==> src/rtl/pipe_reg_elastic.sv <==
// Cascade of DEPTH elastic pipeline stages, each a main register plus a skid register.
// Upstream ready is a register; hold freezes everything and flush empties every stage.
module pipe_reg_elastic #(
    parameter int DATA_W = 32,
    parameter int CTRL_W = 16,
    parameter int DEPTH  = 1
) (
    input  logic                             Clk,
    input  logic                             Reset,
    input  logic                             in_valid,
    output logic                             in_ready,
    input  logic [DATA_W-1:0]                in_data,
    input  logic [CTRL_W-1:0]                in_ctrl,
    input  logic                             hold,
    input  logic                             flush,
    output logic                             out_valid,
    input  logic                             out_ready,
    output logic [DATA_W-1:0]                out_data,
    output logic [CTRL_W-1:0]                out_ctrl,
    output logic [$clog2(2*DEPTH+1)-1:0]     count
);

    localparam int COUNT_W = $clog2(2*DEPTH+1);

    localparam logic [1:0] ST_EMPTY = 2'd0;
    localparam logic [1:0] ST_ONE   = 2'd1;
    localparam logic [1:0] ST_TWO   = 2'd2;

    logic [DEPTH-1:0]  stage_valid;
    logic [DEPTH-1:0]  stage_ready;
    logic [DATA_W-1:0] stage_data [DEPTH];
    logic [CTRL_W-1:0] stage_ctrl [DEPTH];

    for (genvar gi = 0; gi < DEPTH; gi++) begin : g_stage
        logic              up_valid;
        logic [DATA_W-1:0] up_data;
        logic [CTRL_W-1:0] up_ctrl;
        logic              dn_ready;
        logic              push;
        logic              pop;
        logic [1:0]        state_reg;
        logic              ready_reg;
        logic [DATA_W-1:0] main_data_reg;
        logic [DATA_W-1:0] skid_data_reg;
        logic [CTRL_W-1:0] main_ctrl_reg;
        logic [CTRL_W-1:0] skid_ctrl_reg;

        if (gi == 0) begin : g_head
            assign up_valid = in_valid;
            assign up_data  = in_data;
            assign up_ctrl  = in_ctrl;
        end else begin : g_link
            assign up_valid = stage_valid[gi-1];
            assign up_data  = stage_data[gi-1];
            assign up_ctrl  = stage_ctrl[gi-1];
        end

        if (gi == DEPTH-1) begin : g_tail
            assign dn_ready = out_ready;
        end else begin : g_next
            assign dn_ready = stage_ready[gi+1];
        end

        // The upstream stage's pop and this stage's push are the same expression.
        assign push = up_valid & ready_reg & ~hold;
        assign pop  = (state_reg != ST_EMPTY) & dn_ready & ~hold;

        always_ff @(posedge Clk or negedge Reset) begin
            if (!Reset) begin
                state_reg     <= ST_EMPTY;
                ready_reg     <= 1'b1;
                main_data_reg <= '0;
                skid_data_reg <= '0;
                main_ctrl_reg <= '0;
                skid_ctrl_reg <= '0;
            end else if (flush) begin
                state_reg     <= ST_EMPTY;
                ready_reg     <= 1'b1;
                main_data_reg <= '0;
                skid_data_reg <= '0;
                main_ctrl_reg <= '0;
                skid_ctrl_reg <= '0;
            end else if (!hold) begin
                case (state_reg)
                    ST_EMPTY: begin
                        if (push) begin
                            state_reg     <= ST_ONE;
                            main_data_reg <= up_data;
                            main_ctrl_reg <= up_ctrl;
                        end
                    end
                    ST_ONE: begin
                        if (push && pop) begin
                            main_data_reg <= up_data;
                            main_ctrl_reg <= up_ctrl;
                        end else if (push) begin
                            state_reg     <= ST_TWO;
                            ready_reg     <= 1'b0;
                            skid_data_reg <= up_data;
                            skid_ctrl_reg <= up_ctrl;
                        end else if (pop) begin
                            state_reg     <= ST_EMPTY;
                            main_data_reg <= '0;
                            main_ctrl_reg <= '0;
                        end
                    end
                    ST_TWO: begin
                        // Ready was low, so no push can arrive here.
                        if (pop) begin
                            state_reg     <= ST_ONE;
                            ready_reg     <= 1'b1;
                            main_data_reg <= skid_data_reg;
                            main_ctrl_reg <= skid_ctrl_reg;
                            skid_data_reg <= '0;
                            skid_ctrl_reg <= '0;
                        end
                    end
                    default: begin
                        state_reg <= ST_EMPTY;
                        ready_reg <= 1'b1;
                    end
                endcase
            end
        end

        assign stage_valid[gi] = (state_reg != ST_EMPTY);
        assign stage_ready[gi] = ready_reg;
        assign stage_data[gi]  = main_data_reg;
        assign stage_ctrl[gi]  = main_ctrl_reg;
    end

    assign in_ready  = stage_ready[0] & ~hold;
    assign out_valid = stage_valid[DEPTH-1] & ~hold;
    assign out_data  = stage_data[DEPTH-1];
    assign out_ctrl  = out_valid ? stage_ctrl[DEPTH-1] : '0;

    logic               in_xfer;
    logic               out_xfer;
    logic [COUNT_W-1:0] count_reg;

    assign in_xfer  = in_valid & in_ready;
    assign out_xfer = out_valid & out_ready;

    always_ff @(posedge Clk or negedge Reset) begin
        if (!Reset) begin
            count_reg <= '0;
        end else if (flush) begin
            count_reg <= '0;
        end else if (!hold) begin
            count_reg <= count_reg + COUNT_W'(in_xfer) - COUNT_W'(out_xfer);
        end
    end

    assign count = count_reg;

endmodule

==> config.mk <==
export PLATFORM = sky130hd
export DESIGN_NAME = pipe_reg_elastic
export DESIGN_NICKNAME = d
export VERILOG_FILES = /design/src/rtl/pipe_reg_elastic.sv
export SDC_FILE = /design/constraint.sdc
export NUM_CORES = 1
export LEC_CHECK = 0
export CORE_MARGIN = 2
export CORE_UTILIZATION = 52
export DETAILED_ROUTE_END_ITERATION = 7
export PLACE_DENSITY = 0.83
export SLEW_MARGIN = 30
export SYNTH_ARGS = -nofsm -noshare
export SYNTH_HDL_FRONTEND = slang
export SYNTH_SLANG_ARGS = --single-unit
==> constraint.sdc <==
create_clock -name Clk -period 3.2 [get_ports Clk]
set_input_delay 0.64 -clock Clk [delete_from_list [all_inputs] [get_ports Clk]]
set_output_delay 0.64 -clock Clk [all_outputs]
set_load 0.02 [all_outputs]
[Yosys cells after proc, flatten, opt, wreduce, memory -nomap -nowiden]
Index checks and enable logic that the tools add are counted.
Storage, ports and cells
  register bits: 101
  input bits: 54
  output and inout bits: 52
  logic and storage cells: 79
Cells by class
  $add $sub $neg: 2
  equal/unequal tests: 11
  mux-type cells: 41
  bitwise logic cells: 9
  reduce and logical (&&, ||, !) cells: 9
Operators by type and width (number)
  $mux 32: 10
  $mux 16: 11
  $pmux 32 s3: 1
  $pmux 32 s2: 1
  $pmux 16 s3: 1
  $pmux 16 s2: 1
  $mux 2: 9
  $reduce_and 5->1: 3
  $ne 3x3->1 const B: 4
  $ne 4x4->1 const B: 3
  $and 1x1->1: 8
  $pmux 2 s3: 1
  $reduce_and 6->1: 1
  $mux 1: 5
  $reduce_bool 4->1: 1
  $pmux 1 s3: 1
  $reduce_bool 3->1: 1
  $add 2x1->2: 1
  $eq 2x1->1 const B: 1
  $eq 2x2->1 const B: 1
  $logic_not 2->1: 1
  $ne 2x1->1 const B: 1
  $ne 2x2->1 const B: 1
  $reduce_bool 2->1: 1
  3 further kinds: 3

[Longest topological paths before layout]
  depth after elaboration: 9
  depth in mapped cells: 10
  depth with buffers taken out: 10

[Worst setup path before layout]
Ideal clock, no wire load.
  path kind: in2out
  start point: in hold
  end point: out out_ctrl[10]
  arrival time: 1.727 ns
  slack: 0.833 ns
  stages: 4
  buffers on the path: 2
  cell sequence: buf_2 -> nor2_1 -> clkbuf_1 -> and2_1
Between the ends
  longest elaborated chain between the ends: 3
Ends and longest elaborated chain
  start: declaration: RTL line 14  | input logic hold,
  $not 1->1: RTL line 133  | assign out_valid = stage_valid[DEPTH-1] & ~hold;
  $and 1x1->1: RTL line 133
  net out_valid: RTL line 16  | output logic out_valid,
  $mux 16: RTL line 135  | assign out_ctrl = out_valid ? stage_ctrl[DEPTH-1] : '0;
  end: declaration: RTL line 19  | output logic [CTRL_W-1:0] out_ctrl,
The timed path passes the listed nets, and every way through them passes these cells.

[Final worst setup path]
  start point: in hold
  end point: out out_ctrl[10]
Between the ends
  longest elaborated chain between the ends: 3
Ends and longest elaborated chain (RTL line)
  $not 1->1: 133
  $and 1x1->1: 133
  $mux 16: 135
No other way between the ends.

==> metrics.sh <==
IO_BUFFERS=105
FLOORPLAN.IO_PINS=106
TRACK_USAGE=0.238
POST-SYNTH-TOP-AREA-CELL='sky130_fd_sc_hd__dfrtp_1'
FLOORPLAN.CORE_AREA_UM2=8300
SHARE_OF_POST_ROUTE_CELLS_WITH_DRIVE_STRENGTH_ABOVE_1=0.139
NETLIST_AREA_UM2=4490
TIGHTEST_SLEW_NS=0.690
WORST_SETUP_HOLD_PATH_CLK_SLEW_NS=0.10
NETLIST_TOP_CELLS_COUNT='100 x sky130_fd_sc_hd__dfrtp_1, 48 x sky130_fd_sc_hd__a22o_1, 48 x sky130_fd_sc_hd__a22oi_1, 28 x sky130_fd_sc_hd__o2bb2ai_1, 21 x sky130_fd_sc_hd__o2bb2ai_2'
FINAL-HOLD-VIOLATION-COUNT=0
DP_HPWL_MM=7.20
STARTPOINT_TYPE='input port'
FINAL_ANTENNA_NET_COUNT=0
GPL.FINAL_WEIGHTED_CONGESTION=0.822
FMAX_MHz=355
TIMING.CRITICAL_PATH.FANOUT_MAX=18
CTS.ROOT.BUFFER_CELL='sky130_fd_sc_hd__clkbuf_8'
POSTCTSSETUPBUFFERS=0
DP_SLACK_NS=0.352
SETUP_REPAIR_AFTER_GLOBAL_ROUTING_MISSED_ITS_MARGIN='false'
POWER-PER-CELL-AREA_nW_PER_UM2=451
CTS.PATH.MAX_BUFFERS=2
FP-ROW-COUNT=33
CRIT_BUF_INV=3
CTS_TREE='done'
YOSYSTOPAREACELLSHARE=0.558
AVGSYNTHCELLAREA_UM2=13.1
TIMING.CRITICAL_PATH.TO_TYPE='primary output'
PERIOD_NEEDED_NS=2.82
TIMING.CRITICAL_PATH.CELLS='clkdlybuf4s50_1, nor2_1, buf_4, and2_1, clkdlybuf4s50_1'
CRITICAL-PATH-TOP-DELAY-FAMILY='buffers and inverters'
HOLDBUFCOUNTCTS=0
FINAL_MIN_PERIOD_OVER_CLOCK_PERIOD=0.882
CRIT_PATH_REQUIRED_TIME_NS=2.56
TIMING.FINAL.SETUP_VIOLATIONS=0
NUMBER_OF_GLOBAL_ROUTE_VIAS_BEFORE_REPAIR=3475
CRIT-REG2REG-LAUNCH='g_stage[0].state_reg[0]'
TOTALNEGATIVESETUPSLACK_NS=0
SYNTH-WARNING-COUNT=0
NUM_VIAS=3384
MAX_CAP_VIOL_COUNT=0
CLKLATENCYLATEPIN_NS=0.36
RESIZED_AFTER_CTS=0
YS_TYPES=35
WL_PER_CELL_UM=19.7
YS.FLOP_TYPE='sky130_fd_sc_hd__dfrtp_1'
GRT_ANTENNA_BEFORE_REPAIR=0
PEAKVDDDROP_V=0.000220
CLOCK_BUFFERS_CREATED_BY_TRITONCTS=9
DIE_H_UM=96.9
CPMOSTUSEDCELL='sky130_fd_sc_hd__clkdlybuf4s50_1'
H-TREE-DEPTH=3
TOP_COUNT_CELL_POST_SYNTH='sky130_fd_sc_hd__dfrtp_1'
ANTENNADIODECOUNT=0
SYNTH_EDF_COUNT=0
FINAL_STAGE_NET_COUNT=501
STATIC-LEAKAGE-POWER_nW=2.58
DRC_ERRORS=0
HOLD_CLASS='in -> async'
MAX_STAGE_DELAY_NS=0.60
SYNTH_SEQUENTIAL_AREA_RATIO=0.563
DRTPASS1ITERATIONS=4
WORST_SLEW_MARGIN_REL=0.540
GR-TOTAL-OVERFLOW=0
DETAIL_ROUTE.ITER0.VIOLATIONS=195
FINALWIRELENGTH_MM=10.8
CPMAXSTAGEDELAYCELL='sky130_fd_sc_hd__clkdlybuf4s50_1'
SYN2LAYOUT_AREA_GROWTH_PCT=31.1
FRACTION_OF_REGISTERS_WITH_ASYNC_SET_OR_RESET_AFTER_SYNTHESIS=1.00
TIMING.FINAL.MAX_SLEW_VIOLATIONS=0
START_POINT_OF_THE_CRITICAL_PATH='hold'
DIE_AREA_UM2=9390
DETAIL_ROUTE.VIAS_PER_CELL=6.14
FINALPOWER_mW=2.65
FINALCLOCKSKEW_NS=0.0130
SYNTH_NETS=402
GRT_MAX_DEGREE=50
SYNTHCELLS=343
CRITICAL_PATH_ARRIVAL_NS=2.18
POSTLAYOUTSETUPSLACKWORST_NS=0.379
START_UTIL=0.541
TRITONCTS_SINKS=101
FILLER_CELL_COUNT=570
CRIT_TYPE='in -> out'
FP.DIEW_UM=96.9
GRT_FIRST_PASS_WIRELENGTH_MM=18.1
SYNTH-SEQ-CELLS=101
SYNTH.AREA.TOP_CELLS='sky130_fd_sc_hd__dfrtp_1 56%, sky130_fd_sc_hd__a22o_1 9.4%, sky130_fd_sc_hd__a22oi_1 8.0%'
RUN_STATUS='finished, final reports clean'
==> final timing paths <==
check | endpoint | slack, ns | cells after the start
max in group asynchronous | g_stage[0].main_ctrl_reg[13] | 2.21 | 2
worst max register to register | g_stage[0].skid_data_reg[5] | 0.81 | 8
min in group Clk | g_stage[0].main_ctrl_reg[5] | 0.49 | 1
worst max-delay path | out_ctrl[10] | 0.38 | 5
worst min-delay path | out_data[18] | 0.24 | 1
worst min register to register | g_stage[0].main_ctrl_reg[5] | 0.49 | 1
==> where the power goes <==
| group | total, mW | leakage, nW | internal [mW] | switching (mW) |
|---|---|---|---|---|
| combinational | 0.482 | 1.10 | 0.222 | 0.260 |
| sequential | 1.37 | 1.39 | 1.33 | 0.0384 |
| clock | 0.797 | 0.0927 | 0.366 | 0.432 |
| total | 2.65 | 2.58 | 1.92 | 0.731 |
==> metrics by stage <==
| step | instance area [um2] | utilization | hold slack, ns | cells |
|---|---|---|---|---|
| 2_1_floorplan | 4490 | - | 0.344 | 343 |
| 3_3_place_gp | 5660 | 0.682 | 0.468 | 535 |
| 3_5_place_dp | 5690 | 0.686 | 0.467 | 536 |
| 4_1_cts | 5880 | 0.709 | 0.241 | 551 |
| 5_1_grt | 5880 | 0.709 | 0.258 | 551 |
| 6_report | 5880 | 0.709 | 0.238 | 551 |
==> per-layer routing <==
metal | GRT usage | share of wire | wire (um) | vias up
met5 | 0 | 0 | 0 | -
met4 | 0.0715 | 0.0096 | 104 | 0
met3 | 0.0470 | 0.069 | 742 | 9
met2 | 0.370 | 0.48 | 5180 | 128
met1 | 0.342 | 0.44 | 4810 | 1716
li1 | - | - | - | 1531
==> cells in the final DEF, fill, tap and decap left out, drive strengths merged, types with 2 or more instances in the layout <==
cell type	count
nand2	4
nand3	2
clkbuf	9
ha	5
o2bb2ai	49
nor2b	2
a21oi	2
and2	17
nor3	2
or3b	2
nor2	6
a22o	48
dfrtp	100
clkinvlp	2
a22oi	48
buf	17
clkdlybuf4s50	104
xnor2	2
o21ai	4
inv	9
==> cell type report <==
class                   instances  area (um2)  area share
clock buffers                   9         124      0.0211
repair buffers                121        1230       0.208
multi-input cells             203        1780       0.303
inverters                       6        22.5     0.00383
well taps                     105         131      0.0223
clock inverters                 6        71.3      0.0121
flip-flops and latches        101        2530       0.430
==> cells by family after synthesis <==
family / synth area share
AOI/OAI and AO/OA: 0.319
xor gates and xnor gates: 0.00390
adders and majority gates: 0.0139
buffers and inverters: 0.0488
DFF: 0.563
muxes: 0.00223
and+or+nand+nor: 0.0482
Power figures use the tool's default switching activity.
